<file path="config.mk">
export PLATFORM = sky130hd
export DESIGN_NAME = riscv_trace_streamer
export DESIGN_NICKNAME = d
export VERILOG_FILES = /design/src/rtl/riscv_trace_streamer.sv
export SDC_FILE = /design/constraint.sdc
export NUM_CORES = 2
export LEC_CHECK = 0
export BUFFER_PORTS_ARGS = -buffer_cell sky130_fd_sc_hd__buf_2
export CORE_MARGIN = 2
export CORE_UTILIZATION = 45
export DETAILED_ROUTE_END_ITERATION = 7
export PLACE_DENSITY = 0.68
export SKIP_LAST_GASP = 1
export SLEW_MARGIN = 20
export SYNTH_ARGS = -nofsm -noshare
export SYNTH_HDL_FRONTEND = slang
export SYNTH_SLANG_ARGS = --single-unit
</file>
<file path="constraint.sdc">
create_clock -name clk -period 7.6 [get_ports clk]
set_input_delay 0.38 -clock clk [delete_from_list [all_inputs] [get_ports clk]]
set_output_delay 0.38 -clock clk [all_outputs]
set_load 0.02 [all_outputs]
</file>
<file path="src/rtl/riscv_trace_streamer.sv">
// rtl/riscv_trace_streamer.sv - commit-trace event capture, event queue and 11-byte packet serializer

module trace_fifo #(
    parameter int W     = 88,
    parameter int DEPTH = 16
) (
    input  logic                       clk,
    input  logic                       reset,
    input  logic                       push,
    input  logic [W-1:0]               push_data,
    input  logic                       pop,
    output logic [W-1:0]               pop_data,
    output logic [$clog2(DEPTH):0]     level,
    output logic                       full,
    output logic                       empty
);
    localparam int AW = $clog2(DEPTH);

    logic [W-1:0]  mem [DEPTH];
    logic [AW-1:0] wr_ptr;
    logic [AW-1:0] rd_ptr;

    assign pop_data = mem[rd_ptr];
    assign empty    = (level == '0);
    assign full     = (level == (AW+1)'(DEPTH));

    // Storage array; contents need no reset because level gates every read.
    always_ff @(posedge clk) begin
        if (push) begin
            mem[wr_ptr] <= push_data;
        end
    end

    // Pointers wrap naturally since DEPTH is a power of two.
    always_ff @(posedge clk or negedge reset) begin
        if (!reset) begin
            wr_ptr <= '0;
            rd_ptr <= '0;
            level  <= '0;
        end else begin
            if (push) wr_ptr <= wr_ptr + 1'b1;
            if (pop)  rd_ptr <= rd_ptr + 1'b1;
            case ({push, pop})
                2'b10:   level <= level + 1'b1;
                2'b01:   level <= level - 1'b1;
                default: level <= level;
            endcase
        end
    end
endmodule

module riscv_trace_streamer #(
    parameter int DATA_W = 32,
    parameter int DEPTH  = 16
) (
    input  logic                   clk,
    input  logic                   reset,
    input  logic                   trace_en,
    input  logic                   reg_write_sig,
    input  logic [4:0]             reg_num,
    input  logic [DATA_W-1:0]      reg_data,
    input  logic                   wr,
    input  logic                   rd,
    input  logic [8:0]             addr,
    input  logic [DATA_W-1:0]      wr_data,
    input  logic [DATA_W-1:0]      rd_data,
    output logic [7:0]             tr_byte,
    output logic                   tr_valid,
    input  logic                   tr_ready,
    output logic [$clog2(DEPTH):0] fifo_level,
    output logic [15:0]            dropped
);
    localparam int PKT_W = 24 + 2 * DATA_W;

    typedef enum logic {S_IDLE, S_SEND} state_t;

    state_t             state;
    state_t             state_nx;
    logic [PKT_W-1:0]   shreg;
    logic [3:0]         idx;
    logic [6:0]         seq;

    logic               reg_v;
    logic [1:0]         mem_op;
    logic               ev_valid;
    logic [8:0]         ev_addr;
    logic [DATA_W-1:0]  ev_reg;
    logic [DATA_W-1:0]  ev_mem;
    logic [PKT_W-1:0]   ev_pkt;

    logic               push;
    logic               pop;
    logic               load;
    logic               shift;
    logic               drop;
    logic [PKT_W-1:0]   fifo_rdata;
    logic               fifo_full;
    logic               fifo_empty;

    // Event qualification and packet assembly; byte0 sits in the low bits so it leaves first.
    always_comb begin
        reg_v = trace_en & reg_write_sig & (reg_num != 5'd0);
        if (trace_en & wr)      mem_op = 2'b10;
        else if (trace_en & rd) mem_op = 2'b01;
        else                    mem_op = 2'b00;
        ev_valid = reg_v | (mem_op != 2'b00);
        ev_addr  = (mem_op != 2'b00) ? addr : 9'd0;
        ev_reg   = reg_v ? reg_data : '0;
        if (mem_op[1])      ev_mem = wr_data;
        else if (mem_op[0]) ev_mem = rd_data;
        else                ev_mem = '0;
        ev_pkt = {ev_mem, ev_reg, ev_addr[7:0], seq, ev_addr[8],
                  reg_v, mem_op, (reg_v ? reg_num : 5'd0)};
    end

    // A full queue still accepts an event when the serializer frees a slot on the same edge.
    assign push = ev_valid & (~fifo_full | pop);
    assign drop = ev_valid & ~push;

    trace_fifo #(
        .W     (PKT_W),
        .DEPTH (DEPTH)
    ) u_fifo (
        .clk       (clk),
        .reset     (reset),
        .push      (push),
        .push_data (ev_pkt),
        .pop       (pop),
        .pop_data  (fifo_rdata),
        .level     (fifo_level),
        .full      (fifo_full),
        .empty     (fifo_empty)
    );

    // Serializer next-state and datapath controls; last-byte pop chains packets with no bubble.
    always_comb begin
        state_nx = state;
        pop      = 1'b0;
        load     = 1'b0;
        shift    = 1'b0;
        case (state)
            S_IDLE: begin
                if (!fifo_empty) begin
                    pop      = 1'b1;
                    load     = 1'b1;
                    state_nx = S_SEND;
                end
            end
            S_SEND: begin
                if (tr_ready) begin
                    if (idx == 4'd10 && !fifo_empty) begin
                        pop  = 1'b1;
                        load = 1'b1;
                    end else begin
                        shift = 1'b1;
                        if (idx == 4'd10) state_nx = S_IDLE;
                    end
                end
            end
            default: state_nx = S_IDLE;
        endcase
    end

    // Serializer state register.
    always_ff @(posedge clk or negedge reset) begin
        if (!reset) state <= S_IDLE;
        else        state <= state_nx;
    end

    // Shift register and byte index; shifting in zeros leaves tr_byte at 0 once idle.
    always_ff @(posedge clk or negedge reset) begin
        if (!reset) begin
            shreg <= '0;
            idx   <= 4'd0;
        end else if (load) begin
            shreg <= fifo_rdata;
            idx   <= 4'd0;
        end else if (shift) begin
            shreg <= {8'h00, shreg[PKT_W-1:8]};
            idx   <= idx + 4'd1;
        end
    end

    // Sequence numbers advance for stored and dropped events alike; drop count saturates.
    always_ff @(posedge clk or negedge reset) begin
        if (!reset) begin
            seq     <= 7'd0;
            dropped <= 16'd0;
        end else begin
            if (ev_valid) seq <= seq + 7'd1;
            if (drop && dropped != 16'hFFFF) dropped <= dropped + 16'd1;
        end
    end

    assign tr_valid = (state == S_SEND);
    assign tr_byte  = shreg[7:0];
endmodule
</file>
* Word level (Yosys, flattened, before mapping)
Memories as Yosys holds them, arrays and structs flattened.
Cells that the tools add are included.
** Storage, ports and cells
- Bits in registers :: 129
- Bits in latches :: 0
- Memory bits (writable) :: 1408
- ROM bits :: 0
- Word-level logic and storage cells :: 65
- Memories :: 1
** Memory list
- u_fifo.mem :: words 16, bits a word 88, rd ports 1, clocked after Yosys merged registers in 0, write ports 1, line 19 : logic [W-1:0] mem [DEPTH];
** Operators by class
- $add $sub $neg :: 7
- $mul :: 0
- Divide/modulo/power cells :: 0
- $lt $le $gt $ge :: 0
- Equal/unequal tests :: 5
- Shift-type cells :: 0
- Muxes and demuxes :: 25
- Bitwise logic cells :: 11
- Reduce and logical (&&, ||, !) cells :: 8
** Operators by type and width (number)
- $mux 88 :: 2
- $mux 32 :: 3
- $add 16x1->16 const B :: 1
- $ne 16x16->1 const B :: 1
- $add 4x1->4 const B :: 3
- $mux 1 :: 12
- $pmux 5 s2 :: 1
- $mux 9 :: 1
- $mux 4 :: 2
- $add 7x1->7 const B :: 1
- $and 1x1->1 :: 6
- $reduce_bool 2->1 :: 3
- $add 5x1->5 const B :: 1
- $eq 5x5->1 const B :: 1
- $logic_not 5->1 :: 1
- $mux 5 :: 1
- $reduce_bool 5->1 :: 1
- $sub 5x1->5 const B :: 1
- $eq 4x4->1 const B :: 1
- $pmux 1 s2 :: 2
- $not 1->1 :: 3
- $eq 2x1->1 const B :: 1
- $eq 2x2->1 const B :: 1
- $logic_and 1x1->1 :: 2
- 3 further kinds :: 4

* Longest topological paths before layout
- Depth in word-level cells :: 11
- Mapped depth :: 16
- Mapped depth without buffers :: 14

* By module
From an unflattened synthesis, not the netlist that was laid out.
** Unflattened totals
- Cells, all modules :: 2844
- Area, all modules :: 59613.4 um2
** Modules (own cells, without submodules)
- trace_fifo :: times used 1, cells each 2248, area an instance 53627.7 um2
- riscv_trace_streamer :: times used 1, cells each 596, area an instance 5985.7 um2

* Worst setup path after synthesis
No wires, ideal clock.
- Kind :: in2reg
- Start point :: in tr_ready
- End point :: mem u_fifo.mem[3][0], enable pin
- Data arrival time :: 7557 ps
- Data required time :: 6958 ps
- Path slack :: -599 ps
- Cell stages on the path :: 7
- Path buffers :: 2
- Path through :: clkbuf_1 nand4b_1 nand4_1 and2_1 clkbuf_1 nand2_1 nor3_1
** Between the ends
- Cells in the longest elaborated chain, start to end :: 6
** Ends and longest elaborated chain
- from (decl) :: line 69 : input logic tr_ready,
- $mux 1 :: line 150 : if (tr_ready) begin
- $pmux 1 s2 :: line 141 : case (state)
- $or 1x1->1 :: line 117 : assign push = ev_valid & (~fifo_full | pop);
- $and 1x1->1 :: line 117
- $mux 1 :: line 29 : if (push) begin
- $mux 1 (implied by the code) :: line 30 : mem[wr_ptr] <= push_data;
- to (decl) :: line 19
Every way passes these cells.

* Worst setup path in the final report
- Start point :: reg idx[0]
- End point :: mem u_fifo.mem[3][48], enable pin
** Between the ends
- Cells in the longest elaborated chain, start to end :: 9
** Ends and longest elaborated chain
- from (decl) :: line 80 : logic [3:0] idx;
- from (signal assigned) :: line 180 : idx <= idx + 4'd1;
- $eq 4x4->1 :: line 151 : if (idx == 4'd10 && !fifo_empty) begin
- $logic_and 1x1->1 :: line 151
- $mux 1 :: line 151
- $mux 1 :: line 150
- $pmux 1 s2 :: line 141
- $or 1x1->1 :: line 117
- $and 1x1->1 :: line 117
- $mux 1 :: line 29
- $mux 1 (implied by the code) :: line 30
Every way passes these cells.

==> run metrics <==
status completed; clock buffer depth 3; worst path bufs/invs 3; #FFs+latches synth ~1,500; Yosys cell types 47; most numerous cell in the Yosys netlist edfxtp_1; number of global-route vias before repair 30,650; RSZ-0062 raised after global routing false; hold depth 3; drt wl/cell 27.6 um; met3 WL 10.2 mm; largest net degree at the start of global routing 121; global-route wire length before repair 205 mm; CP most frequent cell buf_4; Hold Fails Final Rpt 0; Post-Place Cells 4,711; Clock Skews roughly 0.026 ns; Pwr Total 0.0228 W; insertion delay to the later sink of the worst-skew pair 0.77 ns; biggest cell delay along the critical path 0.95 ns; VDD IR max 0.231 mV; crit path cell chain inv_1, ha_1, nand4b_1, nand4_1, and2_1, nand2_1, nor3_4, buf_4, buf_4; Syn-to-layout area delta 13.1%; core area 134,000 um2; CP Data Arrival Time 4.36 ns; grt total ovfl 0; fin nets 3,231; die area about 140,000 um2; HP Start tr_ready; clock transition at the registers of the reported paths ~0.06 ns; RR Startpoint idx[0]; WL met2 around 67 mm; ys async rst share 0.0839; # DRC 0; Max Clock Freq 251 MHz; Primary FF master, synth edfxtp_1; top cells by area, synth edfxtp_1 (70%), mux4_2 (13%), dfrtp_1 (5.3%); CP delay by family, top buffers and inverters; Post-synth EDFFs 1,408; Routability Congestion about 0.76; Antenna Nets Post-Route 0; initial antenna violation count 5; cell taking the most area after synthesis edfxtp_1; kind of critical path register to register; # IOs ~150; via density per instance 5.94; synth cell count leaders edfxtp_1 (1,408), mux4_2 (352), mux2_2 (163); Slew @ Worst Pin around 1.1 ns; CTS Buf Count ~160; Syn. warnings 0; Critical Path Fanout Max 57; Post-Syn Area 60,600 um2; drt first pass iters 5; fin crit share 0.525; site row count 134; RR Endpoint u_fifo.mem[3][48]; Worst EP required 7.97 ns; sw power 0.00602 W; clock group share of total power 0.329; sequential power share 0.475; synthesized area per cell 20.7 um2; max_cap viols 0; Comb pwr share 0.196; Sink Count 1,537; cell internal pwr 0.0168 W; Total Negative Setup Slacks 0 ns; final WL 138 mm; Hold Path End shreg[71]; Critical path origin idx[0]; IO buf count 146; Detailed Place HPWL 73.4 mm; Worst slew margin 0.246; Die W 371 um; Finished Layout Cells 5,002; Hold WC Path Type input port to register; slowest CP cell buf_4; Max H-tree Level 4; Via Count around 30,000; max layer used met4; LEAKAGE 22.3 nW; sequential area share after synthesis 0.751; flop-to-flop setup slack around 3.6 ns; R2R cell count 9; Post-Route M1 WL roughly 57 mm; Pwr Density 333 nW/um2; Tot GR Track Use 0.203; Initial DRC Count 3,080; switching share of power 0.264; share of layout cells above drive strength 1 0.300; Setup crit end kind register; Starting Density 0.454; final worst path period need 3.99 ns; post-synthesis cell count 2,929; endpoints failing setup 0; die height around 370 um; syn nets between 3,000 and 4,000; root buf cell clkbuf_16; number of fill cells ~10,000; CTS tree yes; Synth top area share 0.698; Max Slew Vio Count 0; nature of the critical path startpoint register
-- worst max path at each step --
stage,cells past startpoint,slack [ns],endpoint
after floorplan,7,1.76,u_fifo.mem[7][0]
after global placement,8,3.57,u_fifo.mem[3][48]
after detailed placement,8,3.54,u_fifo.mem[0][51]
after CTS,9,3.66,u_fifo.mem[3][48]
after global routing,9,3.42,u_fifo.mem[0][53]
final,9,3.61,u_fifo.mem[3][48]
-- sequential cells by signal (all words and copies together) (netlist names) --
| name | flops |
|---|---|
| idx | 4 |
| shreg | 88 |
| u_fifo.wr_ptr | 4 |
| u_fifo.mem | 1408 |
| dropped | 16 |
| seq | 7 |
| u_fifo.level | 5 |
| u_fifo.rd_ptr | 4 |
| tr_valid | 1 |
-- tightest hold or removal path, stage by stage --
cell     delay (ns)
buf_6          0.18
a31oi_1        0.19
o22ai_1        0.10
-- metrics by stage --
step	setup slack (ns)	cell area [um2]	util	hold WS [ns]
final	3.61	68500	0.513	0.186
after global routing	3.42	68500	0.513	0.165
after CTS	3.66	68500	0.513	0.100
after detailed placement	3.54	63500	0.475	0.479
after global placement	3.57	63500	0.475	0.465
after floorplan	1.76	60600	-	0.0844
-- per-layer routing --
metal | vias to the layer above | GRT usage
met3 | 199 | 0.0404
met5 | - | 0
li1 | 12513 | -
met1 | 15834 | 0.285
met4 | 0 | 0.0589
met2 | 1145 | 0.325
-- layout make-up --
cell class,instances,area (um2),area share
tap,1768,2210,0.0323
inverter,87,327,0.00476
antenna,1,2.50,0.0000365
timing repair buffer,204,1290,0.0189
clock buffer,220,4410,0.0644
clock inverter,69,613,0.00894
multi-input combinational,1116,14200,0.207
sequential,1537,45500,0.664
-- placed cells by master (no fill, tap or decap), types with 5 or more instances in the layout --
| cell | count |
|---|---|
| nand4_1 | 11 |
| xnor2_1 | 25 |
| nor2_1 | 7 |
| xor2_1 | 6 |
| buf_4 | 46 |
| clkinv_1 | 23 |
| clkinvlp_4 | 5 |
| dfrtp_1 | 125 |
| clkbuf_16 | 164 |
| nor2_4 | 13 |
| buf_2 | 144 |
| o21ai_0 | 93 |
| buf_12 | 8 |
| clkinv_2 | 24 |
| mux4_2 | 352 |
| inv_6 | 5 |
| nand3_1 | 90 |
| ha_1 | 13 |
| clkbuf_8 | 11 |
| edfxtp_1 | 1408 |
| a22o_1 | 120 |
| mux2_2 | 163 |
| inv_1 | 86 |
| bufinv_16 | 10 |
| and2_1 | 44 |
| and3_1 | 9 |
| a221o_1 | 79 |
| a221oi_1 | 9 |
| nand2_1 | 31 |
| clkbuf_1 | 46 |
| nand2b_1 | 6 |
-- what timing repair did --
action	4_1_cts	5_1_grt
setup endpoints to repair	0	0
hold buffers	1	0
buffers inserted	0	0
gates resized for setup	0	0
endpoints found under the hold margin	74	0
-- cell families (layout without fill, tap and decap cells) --
kind of cell	Yosys count	after routing	share of synthesized area
compound gates	323	323	0.0424
mux	515	515	0.161
flops	1537	1537	0.751
other cells	0	1	0
fa+ha+maj	13	13	0.00268
xor+xnor	31	31	0.00448
buf+inv	276	580	0.0182
simple gates	234	234	0.0202
-- power groups by stage --
stage | logic [W] | registers (W) | clock network (W)
final | 0.00447 | 0.0108 | 0.00752
after global routing | 0.00482 | 0.0109 | 0.00798
after CTS | 0.00456 | 0.0108 | 0.00766
after detailed placement | 0.00453 | 0.0110 | 0
after global placement | 0.00450 | 0.0110 | 0
after floorplan | 0.00339 | 0.0108 | 0
Note: power is estimated with default switching activity, not from simulation.
